--- src/rtl/apu_ram_pkg.sv ---
// Shared types and widths for the APU RAM port arbiter.
// Holds the FSM state encoding, the owner encoding seen on the debug port, and the default widths.
package apu_ram_pkg;

  localparam int unsigned APU_ADDR_W = 16;
  localparam int unsigned APU_DATA_W = 8;
  localparam int unsigned STARVE_W   = 4;
  localparam int unsigned OWNER_W    = 2;

  typedef enum logic [1:0] {
    ST_IDLE  = 2'd0,
    ST_ISSUE = 2'd1,
    ST_WAIT  = 2'd2,
    ST_ACK   = 2'd3
  } arb_state_e;

  typedef enum logic [OWNER_W-1:0] {
    OWN_NONE = 2'd0,
    OWN_DSP  = 2'd1,
    OWN_CPU  = 2'd2
  } arb_owner_e;

endpackage

--- src/rtl/apu_ram_arbiter.sv ---
// Arbitrates the single APU-side RAM port between the DSP (read-only) and the SPC700 CPU.
// The DSP has fixed priority, and a starvation guard gives the CPU a slot after STARVE_LIMIT DSP grants.
module apu_ram_arbiter
  import apu_ram_pkg::*;
#(
  parameter int unsigned STARVE_LIMIT = 4,
  parameter int unsigned ADDR_W       = APU_ADDR_W
) (
  input  logic                  clock,
  input  logic                  reset,
  input  logic                  dsp_req,
  input  logic [ADDR_W-1:0]     dsp_address,
  output logic                  dsp_ack,
  output logic [APU_DATA_W-1:0] dsp_rdata,
  input  logic                  cpu_req,
  input  logic                  cpu_we,
  input  logic [ADDR_W-1:0]     cpu_address,
  input  logic [APU_DATA_W-1:0] cpu_wdata,
  output logic                  cpu_ack,
  output logic [APU_DATA_W-1:0] cpu_rdata,
  output logic [ADDR_W-1:0]     ram_address,
  output logic [APU_DATA_W-1:0] ram_data_in,
  output logic                  ram_we,
  input  logic [APU_DATA_W-1:0] ram_data_out,
  output logic [OWNER_W-1:0]    owner
);

  localparam logic [STARVE_W-1:0] STARVE_MAX = STARVE_W'(STARVE_LIMIT);

  arb_state_e              state_q;
  arb_owner_e              owner_q;
  logic                    we_q;
  logic [STARVE_W-1:0]     starve_q;
  logic [STARVE_W-1:0]     starve_d;
  logic [ADDR_W-1:0]       ram_address_q;
  logic [APU_DATA_W-1:0]   ram_data_in_q;
  logic                    ram_we_q;
  logic                    dsp_ack_q;
  logic                    cpu_ack_q;
  logic [APU_DATA_W-1:0]   dsp_rdata_q;
  logic [APU_DATA_W-1:0]   cpu_rdata_q;
  logic                    grant_dsp;
  logic                    grant_cpu;

  // Grant decision in IDLE: a starved CPU beats the DSP, otherwise the DSP wins.
  always_comb begin
    grant_dsp = 1'b0;
    grant_cpu = 1'b0;
    starve_d  = starve_q;
    if (state_q == ST_IDLE) begin
      if (cpu_req && (starve_q == STARVE_MAX)) begin
        grant_cpu = 1'b1;
      end else if (dsp_req) begin
        grant_dsp = 1'b1;
      end else if (cpu_req) begin
        grant_cpu = 1'b1;
      end
    end
    if (grant_cpu) begin
      starve_d = '0;
    end else if (grant_dsp) begin
      if (!cpu_req) begin
        starve_d = '0;
      end else if (starve_q != STARVE_MAX) begin
        starve_d = starve_q + STARVE_W'(1);
      end
    end
  end

  // Transaction FSM; the RAM address and write strobe are registered at the accept edge.
  always_ff @(posedge clock or posedge reset) begin
    if (reset) begin
      state_q       <= ST_IDLE;
      owner_q       <= OWN_NONE;
      we_q          <= 1'b0;
      starve_q      <= '0;
      ram_address_q <= '0;
      ram_data_in_q <= '0;
      ram_we_q      <= 1'b0;
      dsp_ack_q     <= 1'b0;
      cpu_ack_q     <= 1'b0;
      dsp_rdata_q   <= '0;
      cpu_rdata_q   <= '0;
    end else begin
      starve_q  <= starve_d;
      ram_we_q  <= 1'b0;
      dsp_ack_q <= 1'b0;
      cpu_ack_q <= 1'b0;
      case (state_q)
        ST_IDLE: begin
          if (grant_dsp) begin
            owner_q       <= OWN_DSP;
            we_q          <= 1'b0;
            ram_address_q <= dsp_address;
            ram_data_in_q <= '0;
            state_q       <= ST_ISSUE;
          end else if (grant_cpu) begin
            owner_q       <= OWN_CPU;
            we_q          <= cpu_we;
            ram_address_q <= cpu_address;
            ram_data_in_q <= cpu_wdata;
            ram_we_q      <= cpu_we;
            state_q       <= ST_ISSUE;
          end
        end
        ST_ISSUE: begin
          state_q <= ST_WAIT;
        end
        ST_WAIT: begin
          if (owner_q == OWN_DSP) begin
            dsp_rdata_q <= ram_data_out;
            dsp_ack_q   <= 1'b1;
          end else if (owner_q == OWN_CPU) begin
            if (!we_q) begin
              cpu_rdata_q <= ram_data_out;
            end
            cpu_ack_q <= 1'b1;
          end
          state_q <= ST_ACK;
        end
        ST_ACK: begin
          owner_q <= OWN_NONE;
          state_q <= ST_IDLE;
        end
        default: begin
          owner_q <= OWN_NONE;
          state_q <= ST_IDLE;
        end
      endcase
    end
  end

  assign dsp_ack     = dsp_ack_q;
  assign dsp_rdata   = dsp_rdata_q;
  assign cpu_ack     = cpu_ack_q;
  assign cpu_rdata   = cpu_rdata_q;
  assign ram_address = ram_address_q;
  assign ram_data_in = ram_data_in_q;
  assign ram_we      = ram_we_q;
  assign owner       = owner_q;

endmodule

--- config.mk ---
export PLATFORM = sky130hd
export DESIGN_NAME = apu_ram_arbiter
export DESIGN_NICKNAME = d
export VERILOG_FILES = /design/src/rtl/apu_ram_pkg.sv /design/src/rtl/apu_ram_arbiter.sv
export SDC_FILE = /design/constraint.sdc
export NUM_CORES = 1
export LEC_CHECK = 0
export ABC_CLOCK_PERIOD_IN_PS = 4650
export CORE_MARGIN = 5
export CORE_UTILIZATION = 35
export CTS_CLUSTER_SIZE = 14
export DETAILED_ROUTE_END_ITERATION = 10
export GPL_TIMING_DRIVEN = 0
export HOLD_SLACK_MARGIN = 0.02
export PLACE_DENSITY = 0.67
export SLEW_MARGIN = 20
export SYNTH_ARGS = -nofsm -noshare
export SYNTH_HDL_FRONTEND = slang
export SYNTH_SLANG_ARGS = --single-unit
--- constraint.sdc ---
create_clock -name clock -period 4.65 [get_ports clock]
set_input_delay 1.395 -clock clock [delete_from_list [all_inputs] [get_ports clock]]
set_output_delay 1.395 -clock clock [all_outputs]
set_load 0.01 [all_outputs]
==> results.py, run 1 <==
metrics = {
    "status": {
        "status": "complete, no violations",
    },
    "clock_network": {
        "cts_max_path_buffers": 2,
        "clkLatencyLatePin_ns": 0.31,
        "cts_tree": "yes",
        "clk_pin_slew_worst_paths_ns": 0.10,
        "postCtsResizedCells": 0,
        "htreeDepth": 2,
        "cts-hold-fix-buffers": 0,
        "root_buffer": "clkbuf_8",
        "cts-buffers-inserted": 5,
        "numClockSinks": 52,
        "post_cts_buffers": 0,
    },
    "critical_path": {
        "slowest_stage": "clkdlybuf4s50_1",
        "cp-start-kind": "register",
        "worstPathMaxFanout": 5,
        "path_buf_inv": 1,
        "path_cells": "clkdlybuf4s50_1",
        "cpPeakStageDelay_ns": 0.60,
        "worstSetupEndpointType": "output port",
        "reg2regPathDepth": 5,
        "crit_arrival_ns": 1.38,
        "path_delay_family": "buffers and inverters",
        "setup.worst_path.class": "register to output port",
        "critical_path_required_ns": 3.25,
        "path_depth": 1,
    },
    "cells_and_area": {
        "antennaDiodeCount": 0,
        "fillers": 602,
        "nets": 365,
        "area_growth_pct": 48.9,
        "drive_above_1_share": 0.143,
        "utilization": 0.528,
        "layoutNonFillerInstCount": 388,
    },
    "synthesis": {
        "synthesis.instances": 203,
        "syn_nets": 261,
        "synth_edf_count": 0,
        "syn_area_um2": 2380,
        "ys_warn_count": 0,
        "avgSynthCellArea_um2": 11.7,
        "async_flop_share": 1.00,
        "yosysSeqAreaShare": 0.547,
        "ys_types": 37,
        "synth_ff_type": "dfrtp_1",
        "synth-seq-cells": 52,
    },
    "job": {
        "maxCapViolations": 0,
    },
    "sta": {
        "finalHoldViolCount": 0,
        "fin_skew_ns": 0.0108,
        "tns_ns": 0,
        "drv_slew": 0,
        "max_slew.worst_pin.slew_ns": 0.638,
        "min_period_over_period": 0.597,
        "finalSetupViolCount": 0,
        "fmax_mhz": 360,
        "finalCriticalPeriod_ns": 2.78,
        "setup_ws_ns": 1.87,
        "rsz0062_at_grt": "no",
        "slew_headroom": 0.575,
    },
    "floorplanning": {
        "ioPinCount": 98,
        "fp.dieH_um": 92.5,
        "core_area_um2": 6720,
        "fp.dieW_um": 92.5,
        "initial_core_util": 0.354,
        "fp-row-count": 30,
        "dieArea_um2": 8550,
    },
    "place": {
        "numPortBuffers": 97,
        "gp_congestion": 0.757,
        "placedCellCount": 380,
        "dp_hpwl_um": 4380,
        "place_ws_ns": 1.66,
    },
    "routing": {
        "drc_errors": 0,
        "num_vias": 1960,
        "post_drt_wl_per_cell_um": 15.6,
        "wl_um": 6060,
        "routed_via_density": 5.05,
        "drtIter0Drc": 91,
        "ant_nets": 0,
        "dr.pass1.iters": 4,
    },
    "grt": {
        "antenna_found_initial": 0,
        "grt_usage": 0.141,
        "grt_start_max_net_pins": 53,
        "grt_first_pass_wirelength_um": 9760,
        "busiest_layer": "met2",
        "use_met3": 0.0333,
        "grtUsageMet2": 0.225,
        "gr-usage-met1": 0.191,
        "grt_pass1_vias": 1941,
        "grt-ovfl-total": 0,
    },
    "worst_hold_path": {
        "whs_path_depth": 1,
        "hp-class": "register to register",
    },
    "power_and_ir_drop": {
        "leakagePower_nw": 1.50,
        "irDropWorstVdd_v": 0.000195,
        "powerDensity_nw_per_um2": 589,
    },
}
-- stage by stage --
stage | hold WS (ns) | power, W | instance area [um2]
2_1_floorplan | 0.497 | 0.00132 | 2380
3_3_place_gp | 0.487 | 0.00184 | 3450
3_5_place_dp | 0.492 | 0.00185 | 3450
4_1_cts | 0.517 | 0.00212 | 3550
5_1_grt | 0.534 | 0.00225 | 3550
6_report | 0.511 | 0.00209 | 3550
-- cell usage in the layout, fill, tap and decap left out, types with 2 or more instances in the layout --
master,n
clkdlybuf4s50_1,97
dfrtp_1,52
mux2_2,18
nor2_1,18
a41oi_1,16
a21oi_1,16
a22o_1,11
o21ai_1,9
inv_1,7
o21ai_0,7
buf_2,6
nand2_1,5
ha_1,5
clkbuf_8,5
buf_4,4
o21a_1,2
mux2i_1,2
clkbuf_1,2
o22ai_1,2
-- area by class of cell --
| class | instances | area, um2 | share of cell area |
|---|---|---|---|
| clock buffers | 5 | 68.8 | 0.0194 |
| plain buffers | 15 | 101 | 0.0286 |
| repair buffers | 97 | 971 | 0.274 |
| flip-flops and latches | 52 | 1300 | 0.367 |
| well taps | 80 | 100 | 0.0282 |
| multi-input cells | 127 | 945 | 0.266 |
| inverters | 9 | 36.3 | 0.0102 |
| clock inverters | 3 | 22.5 | 0.00635 |
-- worst reg2reg max path: cells and delay by family (launching register included) --
family	cells	cell delay (ns)
mux	1	0.40
simple gates	2	0.47
fa+ha+maj	1	0.20
buf+inv	1	0.09
flops	1	0.40
-- state kept, by name (all words and copies together), names as in the netlist --
signal	flops
dsp_ack	1
starve_q	4
owner	2
cpu_ack	1
dsp_rdata	8
ram_data_in	8
we_q	1
ram_we	1
ram_address	16
cpu_rdata	8
state_q	2
-- synth_stat cells, types with 2 or more instances --
library cell,n,area share
dfrtp_1,52,0.55
mux2_2,18,0.085
nor2_1,18,0.028
a21oi_1,16,0.034
a41oi_1,16,0.059
a22o_1,11,0.040
o21ai_1,9,0.019
inv_1,8,0.013
o21ai_0,7,0.015
buf_2,6,0.013
ha_1,5,0.026
nand2_1,5,0.0079
buf_4,4,0.013
clkbuf_1,2,0.0032
mux2i_1,2,0.0084
o21a_1,2,0.0063
o22ai_1,2,0.0053
-- cells by family (layout without fill, tap and decap cells) --
logic type      after synthesis  after routing  share of synthesized area
fa+ha+maj                     5              5                     0.0263
flops                        52             52                      0.547
mux                          20             20                     0.0935
compound gates               68             68                      0.197
simple gates                 34             34                     0.0799
buf+inv                      24            129                     0.0568
-- where the power goes --
part | internal (W) | leakage [nW] | switching [W] | total (W)
registers | 0.000654 | 0.633 | 0.000118 | 0.000772
clock network | 0.000108 | 0.0485 | 0.000156 | 0.000264
logic | 0.000596 | 0.819 | 0.000458 | 0.00105
total | 0.00136 | 1.50 | 0.000732 | 0.00209
-- per-layer routing --
layer  up-vias  share of wire
met1       937           0.44
li1        956              -
met5         -              0
met2        61           0.48
met3         6          0.076
met4         0         0.0078
-- path summary, 6_finish.rpt --
check,endpoint,slack (ns),from
worst max-delay path,owner[0],1.87,owner[0]$_DFFE_PP0P_
worst min-delay path,ram_data_in[7]$_DFFE_PP0P_,0.51,ram_data_in[7]$_DFFE_PP0P_
worst max register to register,cpu_rdata[7]$_DFFE_PP0P_,2.98,state_q[0]$_DFFE_PP0P_
worst min register to register,ram_data_in[7]$_DFFE_PP0P_,0.51,ram_data_in[7]$_DFFE_PP0P_
max in group asynchronous,state_q[0]$_DFFE_PP0P_,2.70,reset
min in group asynchronous,cpu_rdata[4]$_DFFE_PP0P_,1.52,reset
(Power assumes the default switching activity.)
==> inputs of run 2 (changes only) <==
- ABC_CLOCK_PERIOD_IN_PS: 4650 -> 2500
- PLACE_DENSITY: 0.67 -> 0.7
- clock period: 4.65 -> 2.5 ns (I/O delays scaled with it)
==> run 2 against run 1 <==
Largest cell class unchanged. Via count is 1.2% higher. Clock skew down 0.0029 ns. Wire length increased by 2.2%. First-iteration DRC count decreased by 2.2%. Highest routed layer unchanged. Final cell count increased by 0.26%. Combinational power increased by 88%. Sequential cell count stayed put. Die area did not move. Count of clock-buffer cells in the layout is 1 higher. Non-clock buffer count up 1. Critical path type unchanged. Clock power rose by 120%. Worst hold slack worse by 0.00088 ns.
==> results.py, run 2 (synthesized netlist as in run 1, its figures left out) <==
metrics = {
    "sta": {
        "max_slew.worst_pin.slew_ns": 0.499,
        "min_period_over_period": 0.844,
        "drv_slew": 0,
        "finalHoldViolCount": 0,
        "fmax_mhz": 474,
        "holdWs_ns": 0.511,
        "tns_ns": 0,
        "fin_skew_ns": 0.00791,
        "finalCriticalPeriod_ns": 2.11,
        "finalSetupViolCount": 0,
        "rsz0062_at_grt": "no",
        "slew_headroom": 0.667,
    },
    "routing": {
        "ant_nets": 0,
        "wl_um": 6200,
        "drtIter0Drc": 89,
        "dr.pass1.iters": 6,
        "drc_errors": 0,
        "num_vias": 1984,
        "routed_via_density": 5.10,
        "post_drt_wl_per_cell_um": 15.9,
    },
    "power_and_ir_drop": {
        "leakagePower_nw": 1.52,
        "power_switching_w": 0.00136,
        "power_w": 0.00399,
        "powerDensity_nw_per_um2": 1110,
        "pwr-share-seq": 0.359,
        "comb_power_share": 0.495,
        "pwr-share-clk": 0.146,
        "irDropWorstVdd_v": 0.000392,
        "intPower_w": 0.00263,
        "netSwitchingFraction": 0.340,
    },
    "critical_path": {
        "slowest_stage": "clkdlybuf4s50_1",
        "r2r_end": "cpu_rdata[6]$_DFFE_PP0P_",
        "reg2regPathDepth": 5,
        "worstPathMaxFanout": 5,
        "setup.worst_path.class": "register to output port",
        "cp-start-kind": "register",
        "crit_arrival_ns": 1.36,
        "critical_path_required_ns": 1.75,
        "path_cells": "clkdlybuf4s50_1",
        "worstSetupEndpointType": "output port",
        "r2r_start": "state_q[0]$_DFFE_PP0P_",
        "path_delay_family": "buffers and inverters",
        "cpPeakStageDelay_ns": 0.60,
        "path_buf_inv": 1,
        "r2r_slack_ns": 0.81,
    },
    "place": {
        "dp_hpwl_um": 4680,
        "numPortBuffers": 97,
        "gp_congestion": 0.783,
    },
    "clock_network": {
        "cts_tree": "yes",
        "post_cts_buffers": 0,
        "postCtsResizedCells": 0,
        "numClockSinks": 52,
        "htreeDepth": 2,
        "cts-buffers-inserted": 5,
        "clk_pin_slew_worst_paths_ns": 0.10,
        "clkLatencyLatePin_ns": 0.30,
        "cts-hold-fix-buffers": 0,
        "root_buffer": "clkbuf_8",
        "cts_max_path_buffers": 2,
    },
    "floorplanning": {
        "fp.dieH_um": 92.5,
        "fp.dieW_um": 92.5,
        "dieArea_um2": 8550,
        "ioPinCount": 98,
        "initial_core_util": 0.354,
        "fp-row-count": 30,
        "core_area_um2": 6720,
    },
    "cells_and_area": {
        "largest_reg_flops": 16,
        "final_common_cell": "clkdlybuf4s50_1",
        "mostFrequentLayoutCells": "clkdlybuf4s50_1, dfrtp_1, mux2_2, nor2_1",
        "drive_above_1_share": 0.142,
        "area_growth_pct": 50.5,
        "nets": 366,
        "antennaDiodeCount": 0,
    },
    "grt": {
        "grt_start_max_net_pins": 33,
        "grt_pass1_vias": 2071,
        "grt_first_pass_wirelength_um": 10300,
        "grt-ovfl-total": 0,
        "grt_usage": 0.150,
        "antenna_found_initial": 0,
    },
    "status": {
        "status": "complete, no violations",
    },
    "worst_hold_path": {
        "worstHoldEndpoint": "dsp_rdata[5]$_DFFE_PP0P_",
        "worstHoldStart": "dsp_rdata[5]$_DFFE_PP0P_",
        "whs_path_depth": 1,
        "hp-class": "register to register",
    },
    "job": {
        "maxCapViolations": 0,
    },
}
[run 2: power groups by stage]
stage | sequential, W | combinational, W | clock [W]
after CTS | 0.00144 | 0.00200 | 0.000604
final | 0.00143 | 0.00197 | 0.000584
after detailed placement | 0.00145 | 0.00200 | 0
after global routing | 0.00149 | 0.00217 | 0.000629
after global placement | 0.00145 | 0.00196 | 0
after floorplan | 0.00159 | 0.000862 | 0
[run 2: per-stage QoR]
| stage | cells | instance area (um2) | setup WS, ns | utilization |
|---|---|---|---|---|
| after floorplan | 203 | 2380 | 0.492 | - |
| after global routing | 389 | 3580 | 0.289 | 0.533 |
| after detailed placement | 381 | 3470 | 0.159 | 0.517 |
| final | 389 | 3580 | 0.391 | 0.533 |
| after CTS | 389 | 3580 | 0.367 | 0.533 |
| after global placement | 380 | 3450 | -0.545 | 0.514 |
[run 2: final cells by class]
| cell class | count | area, um2 |
|---|---|---|
| clock buffers | 6 | 72.6 |
| plain buffers | 15 | 101 |
| flip-flops and latches | 52 | 1300 |
| clock inverters | 2 | 38.8 |
| fillers | 604 | 3140 |
| inverters | 9 | 33.8 |
| repair buffers | 98 | 991 |
| well taps | 80 | 100 |
| multi-input cells | 127 | 945 |
[run 2: worst max path at each step]
| stage | start | end | slack (ns) | cells after the start |
|---|---|---|---|---|
| 3_3_place_gp | reset | ram_address[13]$_DFFE_PP0P_ | -0.54 | 2 |
| 2_1_floorplan | reset | cpu_ack$_DFF_PP0_ | 0.49 | 1 |
| 3_5_place_dp | cpu_req | ram_address[5]$_DFFE_PP0P_ | 0.16 | 5 |
| 6_report | owner[0]$_DFFE_PP0P_ | owner[0] | 0.39 | 1 |
| 4_1_cts | owner[0]$_DFFE_PP0P_ | owner[0] | 0.37 | 1 |
| 5_1_grt | cpu_req | ram_address[5]$_DFFE_PP0P_ | 0.29 | 5 |
[run 2: per-layer routing]
layer,global-route usage,vias up,wire length [um]
li1,-,957,-
met1,0.201,968,2700
met2,0.237,55,3000
met3,0.0439,4,427
met4,0.0408,0,73
met5,0,-,0
